--- config.mk ---
export PLATFORM = sky130hd
export DESIGN_NAME = spi_slave_responder_flat
export DESIGN_NICKNAME = d
export VERILOG_FILES = /design/src/rtl/spi_slave_responder_if.sv /design/src/rtl/spi_slave_responder.sv /design/src/flat_wrapper.sv
export SDC_FILE = /design/constraint.sdc
export NUM_CORES = 1
export LEC_CHECK = 0
export CAP_MARGIN = 40
export CORE_MARGIN = 1.5
export CORE_UTILIZATION = 53
export DETAILED_ROUTE_END_ITERATION = 10
export GPL_TIMING_DRIVEN = 0
export PLACE_DENSITY_LB_ADDON = 0.08
export SYNTH_ARGS = -nofsm -noshare
export SYNTH_HDL_FRONTEND = slang
export SYNTH_SLANG_ARGS = --single-unit
--- constraint.sdc ---
create_clock -name clk -period 2.7 [get_ports clk]
set_clock_uncertainty 0.1 [all_clocks]
set_input_delay 0.54 -clock clk [delete_from_list [all_inputs] [get_ports clk]]
set_output_delay 0.54 -clock clk [all_outputs]
set_load 0.02 [all_outputs]
--- src/rtl/spi_slave_responder_if.sv ---
// Bus bundle between the SPI responder and its host/master side.
// The slave modport is the responder's view; master is the driver's view.
interface spi_slave_responder_if #(
  parameter int WIDTH = 12
);
  logic             sclk;
  logic             cs;
  logic             mosi;
  logic             miso;
  logic [WIDTH-1:0] tx_data;
  logic             tx_valid;
  logic             tx_ready;
  logic [WIDTH-1:0] rx_data;
  logic             rx_valid;
  logic             tx_underrun;
  logic             frame_err;
  logic             busy;

  modport slave (
    input  sclk, cs, mosi, tx_data, tx_valid,
    output miso, tx_ready, rx_data, rx_valid, tx_underrun, frame_err, busy
  );

  modport master (
    output sclk, cs, mosi, tx_data, tx_valid,
    input  miso, tx_ready, rx_data, rx_valid, tx_underrun, frame_err, busy
  );
endinterface

--- src/rtl/spi_slave_responder.sv ---
// Mode-0, LSB-first SPI slave that oversamples sclk/cs/mosi in the clk domain,
// receives one WIDTH-bit word per frame and answers with a host-loaded word.
module spi_slave_responder #(
  parameter int WIDTH       = 12,
  parameter int SYNC_STAGES = 2
) (
  input  logic                 clk,
  input  logic                 rst,
  spi_slave_responder_if.slave bus
);

  localparam int CW     = $clog2(WIDTH + 1);
  localparam int SETTLE = SYNC_STAGES + 1;
  localparam int SW     = $clog2(SETTLE + 1);

  typedef enum logic [1:0] {
    WAIT_IDLE,
    IDLE,
    SHIFT,
    WAIT_CS
  } state_t;

  state_t state, state_next;

  logic [SYNC_STAGES-1:0] sclk_sync, cs_sync, mosi_sync;
  logic                   sclk_d, cs_d;
  logic                   sclk_s, cs_s, mosi_s;
  logic                   sclk_rise, sclk_fall, cs_rise, cs_fall;

  logic [WIDTH-1:0] tx_shift, rx_shift, rx_next, rx_word, hold_data;
  logic             hold_full;
  logic [CW-1:0]    bit_cnt;
  logic [SW-1:0]    settle_cnt;
  logic             settle_done;
  logic             busy_q, rx_valid_q, underrun_q, frame_err_q;

  logic frame_start, rx_step, tx_step, word_done, abort, excess, end_frame;
  logic capture, consume;

  always_ff @(posedge clk) begin
    if (rst) begin
      sclk_sync <= '0;
      cs_sync   <= '1;
      mosi_sync <= '0;
      sclk_d    <= 1'b0;
      cs_d      <= 1'b1;
    end else begin
      sclk_sync <= {sclk_sync[SYNC_STAGES-2:0], bus.sclk};
      cs_sync   <= {cs_sync[SYNC_STAGES-2:0], bus.cs};
      mosi_sync <= {mosi_sync[SYNC_STAGES-2:0], bus.mosi};
      sclk_d    <= sclk_s;
      cs_d      <= cs_s;
    end
  end

  assign sclk_s    = sclk_sync[SYNC_STAGES-1];
  assign cs_s      = cs_sync[SYNC_STAGES-1];
  assign mosi_s    = mosi_sync[SYNC_STAGES-1];
  assign sclk_rise = sclk_s & ~sclk_d;
  assign sclk_fall = ~sclk_s & sclk_d;
  assign cs_rise   = cs_s & ~cs_d;
  assign cs_fall   = ~cs_s & cs_d;

  // After reset the synchronizer still holds its reset value of cs=1, so the
  // real pin level is only trusted once the whole chain has been refilled.
  assign settle_done = (settle_cnt == SW'(SETTLE));

  assign rx_next = {mosi_s, rx_shift[WIDTH-1:1]};
  assign capture = bus.tx_valid & ~hold_full;
  assign consume = frame_start & hold_full;

  always_ff @(posedge clk) begin
    if (rst) begin
      state <= WAIT_IDLE;
    end else begin
      state <= state_next;
    end
  end

  always_comb begin
    state_next  = state;
    frame_start = 1'b0;
    rx_step     = 1'b0;
    tx_step     = 1'b0;
    word_done   = 1'b0;
    abort       = 1'b0;
    excess      = 1'b0;
    end_frame   = 1'b0;
    case (state)
      WAIT_IDLE: begin
        if (settle_done && cs_s) begin
          state_next = IDLE;
        end
      end
      IDLE: begin
        if (cs_fall) begin
          frame_start = 1'b1;
          state_next  = SHIFT;
        end
      end
      SHIFT: begin
        // A cs rise wins over any sclk edge seen in the same cycle.
        if (cs_rise) begin
          abort      = 1'b1;
          state_next = IDLE;
        end else if (sclk_rise) begin
          rx_step = 1'b1;
          if (bit_cnt == CW'(WIDTH - 1)) begin
            word_done  = 1'b1;
            state_next = WAIT_CS;
          end
        end else if (sclk_fall) begin
          tx_step = 1'b1;
        end
      end
      WAIT_CS: begin
        if (cs_rise) begin
          end_frame  = 1'b1;
          state_next = IDLE;
        end else if (sclk_rise) begin
          excess = 1'b1;
        end
      end
      default: state_next = WAIT_IDLE;
    endcase
  end

  always_ff @(posedge clk) begin
    if (rst) begin
      tx_shift    <= '0;
      rx_shift    <= '0;
      rx_word     <= '0;
      hold_data   <= '0;
      hold_full   <= 1'b0;
      bit_cnt     <= '0;
      settle_cnt  <= '0;
      busy_q      <= 1'b0;
      rx_valid_q  <= 1'b0;
      underrun_q  <= 1'b0;
      frame_err_q <= 1'b0;
    end else begin
      rx_valid_q  <= 1'b0;
      underrun_q  <= 1'b0;
      frame_err_q <= 1'b0;

      if (state == WAIT_IDLE && !settle_done) begin
        settle_cnt <= settle_cnt + SW'(1);
      end

      // A word captured in the frame-start cycle is held for the next frame.
      if (capture) begin
        hold_data <= bus.tx_data;
        hold_full <= 1'b1;
      end else if (consume) begin
        hold_full <= 1'b0;
      end

      if (frame_start) begin
        busy_q  <= 1'b1;
        bit_cnt <= '0;
        if (hold_full) begin
          tx_shift <= hold_data;
        end else begin
          tx_shift   <= '0;
          underrun_q <= 1'b1;
        end
      end

      if (rx_step) begin
        rx_shift <= rx_next;
        bit_cnt  <= bit_cnt + CW'(1);
      end

      if (word_done) begin
        rx_word    <= rx_next;
        rx_valid_q <= 1'b1;
      end

      if (tx_step) begin
        tx_shift <= {1'b0, tx_shift[WIDTH-1:1]};
      end

      if (abort || excess) begin
        frame_err_q <= 1'b1;
      end

      if (abort || end_frame) begin
        busy_q <= 1'b0;
      end
    end
  end

  assign bus.miso        = busy_q & tx_shift[0];
  assign bus.tx_ready    = ~hold_full;
  assign bus.rx_data     = rx_word;
  assign bus.rx_valid    = rx_valid_q;
  assign bus.tx_underrun = underrun_q;
  assign bus.frame_err   = frame_err_q;
  assign bus.busy        = busy_q;

endmodule

--- src/flat_wrapper.sv ---
// flat-port wrapper written by rule: the top's interface ports become plain ports
module spi_slave_responder_flat 
#(
  parameter int WIDTH       = 12,
  parameter int SYNC_STAGES = 2
)
  (clk, rst, bus_sclk, bus_cs, bus_mosi, bus_tx_data, bus_tx_valid, bus_miso, bus_tx_ready, bus_rx_data, bus_rx_valid, bus_tx_underrun, bus_frame_err, bus_busy);
  spi_slave_responder_if #(.WIDTH(WIDTH)) bus_i ();
  input  logic clk;
  input  logic rst;
  input wire logic [$bits(bus_i.sclk)-1:0] bus_sclk;
  input wire logic [$bits(bus_i.cs)-1:0] bus_cs;
  input wire logic [$bits(bus_i.mosi)-1:0] bus_mosi;
  input wire logic [$bits(bus_i.tx_data)-1:0] bus_tx_data;
  input wire logic [$bits(bus_i.tx_valid)-1:0] bus_tx_valid;
  output wire logic [$bits(bus_i.miso)-1:0] bus_miso;
  output wire logic [$bits(bus_i.tx_ready)-1:0] bus_tx_ready;
  output wire logic [$bits(bus_i.rx_data)-1:0] bus_rx_data;
  output wire logic [$bits(bus_i.rx_valid)-1:0] bus_rx_valid;
  output wire logic [$bits(bus_i.tx_underrun)-1:0] bus_tx_underrun;
  output wire logic [$bits(bus_i.frame_err)-1:0] bus_frame_err;
  output wire logic [$bits(bus_i.busy)-1:0] bus_busy;
  assign bus_i.sclk = bus_sclk;
  assign bus_i.cs = bus_cs;
  assign bus_i.mosi = bus_mosi;
  assign bus_i.tx_data = bus_tx_data;
  assign bus_i.tx_valid = bus_tx_valid;
  assign bus_miso = bus_i.miso;
  assign bus_tx_ready = bus_i.tx_ready;
  assign bus_rx_data = bus_i.rx_data;
  assign bus_rx_valid = bus_i.rx_valid;
  assign bus_tx_underrun = bus_i.tx_underrun;
  assign bus_frame_err = bus_i.frame_err;
  assign bus_busy = bus_i.busy;
  spi_slave_responder #(.WIDTH(WIDTH), .SYNC_STAGES(SYNC_STAGES)) u_core (.clk(clk), .rst(rst), .bus(bus_i));
endmodule
==> impl_metrics.yaml, run 1 <==
floorplan:
  ios: 36
  num_rows: 26
  die_x_um: 75.5
  dieHeight_um: 75.5
  core_um2: 5070
  initial_utilization: 0.550
  die_area_um2: 5710
worst_setup_path:
  crit_chain: "inv_1 -> clkdlybuf4s50_1"
  path_class: "reg -> out"
  startpoint_type: "register"
  slowest_stage: "clkdlybuf4s50_1"
  cp.required_ps: 2060
  cpLargestDelayFamily: "buffers and inverters"
  rrSetupSlack_ps: 740
  critPathArrivalTime_ps: 1410
  crit_path_max_fanout: 7
  max_stage_delay_ps: 550
  critPathBufInv: 2
  endpoint_kind: "primary output"
status:
  status: "complete, no violations"
finish:
  n_antenna_cell: 0
  final_common_cell: "dfxtp_1"
  nNetsFinal: 387
  fin_area_um2: 3420
  syn_to_final_growth_pct: 22.6
  layout_common_cells: "68 x dfxtp_1, 61 x nand2_1, 34 x clkdlybuf4s50_1, 31 x a21oi_1, 27 x nand2b_1"
  drive_gt1_frac: 0.0788
timing:
  period_minus_slack_ps: 2050
  grt_setup_unrepaired: "no"
  finalCritPeriodShare: 0.760
  fmax_ghz: 0.487
  slew_headroom: 0.662
  setup_tns_ps: 0
  hold_viol: 0
  timing.final.ws_setup_ps: 648
  tightest_slew_ps: 508
  hold_slack_ps: 313
  slew_violations: 0
  setup_viol: 0
power:
  clkPwrFrac: 0.387
  p_sw_frac: 0.240
  seqPwrFrac: 0.497
  intPower_mw: 1.63
  p_sw_mw: 0.516
  pwr-share-comb: 0.116
  power.density_nw_per_um2: 628
  leakage_nw: 1.23
  ir_worst_vdd_mv: 0.457
clocking:
  cts.sinks: 68
  clk_path_buf_depth: 2
  clk_latency_ps: 330
  ctsHoldBuffers: 0
  cts_tree: "built"
  h-tree-depth: 3
  cts_made_buffers: 9
  cts-root-buf: "clkbuf_8"
  ctsResizeCount: 0
  clk_pin_slew_ps: 70
  postCtsSetupBuffers: 0
logic_synthesis:
  synth_top_flop_cell: "dfxtp_1"
  synth.distinct_cells: 35
  syn_area_per_cell_um2: 8.77
  synth_top_area_cell: "dfxtp_1"
  synth_top_area_frac: 0.488
  postSynthNetCount: 342
  yosysSeqAreaShare: 0.488
  synthTopCellsByArea: "dfxtp_1 49%, nand2_1 8.2%, nand2b_1 6.1%"
  yosys_register_bits: 68
  yosysWarnings: 0
  synth_edf_count: 0
  syn_area_um2: 2790
  synth-async-reset-ratio: 0
  synthCells: 318
global_route:
  grt_pass1_vias: 2009
  track_usage: 0.207
  grt_overflow: 0
  grt_pass1_wl_um: 8710
  grt_max_degree: 12
  antenna_found_initial: 0
worst_hold_path:
  hold_class: "reg -> reg"
placed_design:
  dpl_cell_area_um2: 3220
  dp_hpwl_um: 3700
  place_congestion: 0.779
  io_buffers: 34
  place_ws_ps: 625
detailed_routing:
  first_pass_iters: 4
  drc: 0
  postRouteAntennaNets: 0
  drtIter0Drc: 122
  avgRoutedWirePerCell_um: 11.7
  wirelength_um: 5110
  vias: 2217
  viasPerCell: 5.06
job:
  max_cap_viol_count: 0
[state kept, by name (all words and copies together), names as in the netlist]
signal,count
u_core.bit_cnt,4
u_core.bus.busy,1
u_core.bus.frame_err,1
u_core.bus.rx_data,12
u_core.bus.rx_valid,1
u_core.bus.tx_underrun,1
u_core.cs_d,1
u_core.cs_sync,2
u_core.hold_data,12
u_core.hold_full,1
u_core.mosi_sync,2
u_core.rx_shift,11
u_core.sclk_d,1
u_core.sclk_sync,2
u_core.settle_cnt,2
u_core.state,2
u_core.tx_shift,12
[through the flow]
stage	cells	power (mW)	utilization
5_1_grt	438	2.26	0.674
3_3_place_gp	422	1.33	0.634
4_1_cts	438	2.17	0.674
6_report	438	2.15	0.674
3_5_place_dp	422	1.34	0.634
2_1_floorplan	318	1.26	-
[cells by family after synthesis]
family	count (synthesis)	synth area share
AND/OR/NAND/NOR	152	0.270
AO/OA/AOI/OAI	48	0.108
flip-flops	68	0.488
buffers and inverters	28	0.0498
adder cells (fa/ha/maj)	6	0.0269
XOR/XNOR	1	0.00314
multiplexers	15	0.0543
[per-layer routing]
layer | track usage | routed length [um] | vias to the layer above
li1 | - | - | 1157
met1 | 0.254 | 2380 | 998
met2 | 0.334 | 2460 | 56
met3 | 0.0635 | 211 | 6
met4 | 0.0952 | 60 | 0
met5 | 0 | 0 | -
[layout make-up]
type	instances	area (um^2)
Fill cell	468	1660
Sequential cell	68	1360
Multi-Input combinational cell	222	1290
Timing Repair Buffer	34	340
Clock buffer	12	155
Buffer	22	116
Tap cell	70	87.6
Clock inverter	4	47.5
Inverter	6	22.5
[power groups by stage]
stage	clock network [mW]	logic (mW)	registers [mW]
2_1_floorplan	0	0.177	1.09
3_3_place_gp	0	0.241	1.09
3_5_place_dp	0	0.246	1.09
4_1_cts	0.854	0.250	1.07
5_1_grt	0.901	0.283	1.07
6_report	0.833	0.248	1.07
[synthesized netlist by cell type (all sizes together) (3+ instances only)]
cell type,number
a21oi,31
buf,7
or2,3
nor2,18
nand3,19
inv,6
nor2b,11
mux2i,14
nand2b,28
nor3,3
dfxtp,68
a311oi,11
nand2,61
and3,3
clkbuf,15
ha,6
[worst paths after layout]
kind / from / cells after the start / to
worst max-delay path: u_core.hold_full / 2 / bus_tx_ready
worst min-delay path: u_core.cs_sync[0] / 1 / u_core.cs_sync[1]
worst min register to register: u_core.cs_sync[0] / 1 / u_core.cs_sync[1]
worst max register to register: u_core.state[1] / 6 / u_core.tx_shift[4]
Note: power is estimated with default switching activity, not from simulation.
==> inputs of run 2 (changes only) <==
- clock period: 2.7 -> 2 ns (I/O delays scaled with it)
==> impl_metrics.yaml, run 2 (synthesis gave the netlist of run 1 again) <==
status:
  status: "complete, no violations"
power:
  seqPwrFrac: 0.497
  ir_worst_vdd_mv: 0.617
  clkPwrFrac: 0.387
  p_sw_mw: 0.693
  pwr-share-comb: 0.117
  power.density_nw_per_um2: 844
  leakage_nw: 1.24
  p_sw_frac: 0.239
  power_mw: 2.90
  intPower_mw: 2.21
clocking:
  clk_path_buf_depth: 2
  cts_tree: "built"
  h-tree-depth: 3
  cts.sinks: 68
  clk_latency_ps: 330
  ctsHoldBuffers: 0
  cts-root-buf: "clkbuf_8"
  cts_made_buffers: 9
  clk_pin_slew_ps: 70
worst_setup_path:
  cpLargestDelayFamily: "buffers and inverters"
  critPathCapture: "bus_tx_ready"
  crit_path_max_fanout: 7
  path_depth: 2
  r2r_end: "u_core.tx_shift[10]"
  path_class: "reg -> out"
  crit_start: "u_core.hold_full"
  endpoint_kind: "primary output"
  crit_chain: "inv_1 -> clkdlybuf4s50_1"
  rrSetupSlack_ps: 190
  startpoint_type: "register"
  critPathBufInv: 2
  max_stage_delay_ps: 550
  cp.required_ps: 1500
  r2r_start: "u_core.state[0]"
  slowest_stage: "clkdlybuf4s50_1"
  reg2regPathDepth: 5
  critPathArrivalTime_ps: 1420
floorplan:
  ios: 36
  die_x_um: 75.5
  dieHeight_um: 75.5
  die_area_um2: 5710
  core_um2: 5070
  initial_utilization: 0.550
  num_rows: 26
placed_design:
  place_congestion: 0.779
  dp_hpwl_um: 3700
  place_ws_ps: 47.4
  dpl_cell_area_um2: 3220
  io_buffers: 34
global_route:
  grt_max_degree: 12
  grt_overflow: 0
  grt_pass1_vias: 2009
  antenna_found_initial: 0
  grt_pass1_wl_um: 8710
  track_usage: 0.207
detailed_routing:
  postRouteAntennaNets: 0
  drtIter0Drc: 124
  viasPerCell: 5.07
  drc: 0
  wirelength_um: 5120
  avgRoutedWirePerCell_um: 11.7
  first_pass_iters: 4
  vias: 2227
job:
  max_cap_viol_count: 0
timing:
  hold_viol: 0
  fmax_ghz: 0.521
  period_minus_slack_ps: 1920
  setup_tns_ps: 0
  timing.final.ws_setup_ps: 79.0
  hold_slack_ps: 312
  slew_violations: 0
  grt_setup_unrepaired: "no"
  finalCritPeriodShare: 0.961
  slew_headroom: 0.664
  setup_viol: 0
  tightest_slew_ps: 504
worst_hold_path:
  hold_class: "reg -> reg"
finish:
  n_antenna_cell: 0
  final_common_cell: "dfxtp_1"
  layout_common_cells: "68 x dfxtp_1, 61 x nand2_1, 34 x clkdlybuf4s50_1, 31 x a21oi_1, 27 x nand2b_1"
  nNetsFinal: 388
  syn_to_final_growth_pct: 23.2
  fin_area_um2: 3440
  drive_gt1_frac: 0.0894
[run 2: what timing repair did]
action / 4_1_cts / 5_1_grt
setup buffers: 0 / 2
hold endpoints to repair: 0 / 0
resized for setup: 0 / 6
endpoints found under the setup margin: 0 / 12
[run 2: final cells by class]
cell class | instances | area [um^2]
timing repair buffer | 36 | 355
multi-input combinational | 222 | 1290
fill | 461 | 1640
sequential | 68 | 1360
tap | 70 | 87.6
clock buffer | 12 | 155
buffer | 21 | 118
clock inverter | 4 | 47.5
inverter | 6 | 22.5
[run 2: power by group through the flow]
stage,Combinational (mW),Clock (mW),Sequential (mW)
floorplan,0.239,0,1.47
global placement,0.325,0,1.47
detailed placement,0.331,0,1.47
CTS,0.338,1.15,1.44
global route,0.385,1.22,1.45
finish,0.338,1.12,1.44
[run 2: layer usage]
layer	global-route usage	up-vias	wire, um
met3	0.0635	8	217
li1	-	1159	-
met1	0.254	997	2360
met4	0.0952	0	83
met5	0	-	0
met2	0.334	63	2460
[run 2: worst min-delay path by stage]
stage	startpoint	end	slack, ps	cells past startpoint
2_1_floorplan	u_core.cs_sync[0]	u_core.cs_sync[1]	290	1
3_3_place_gp	u_core.cs_sync[0]	u_core.cs_sync[1]	290	1
3_5_place_dp	u_core.cs_sync[0]	u_core.cs_sync[1]	300	1
4_1_cts	u_core.cs_sync[0]	u_core.cs_sync[1]	320	1
5_1_grt	u_core.cs_sync[0]	u_core.cs_sync[1]	360	1
6_report	u_core.cs_sync[0]	u_core.cs_sync[1]	310	1
[run 2: per-stage QoR]
step	instances	utilization
final	439	0.677
after global routing	439	0.677
after CTS	438	0.674
after detailed placement	422	0.634
after global placement	422	0.634
after floorplan	318	-
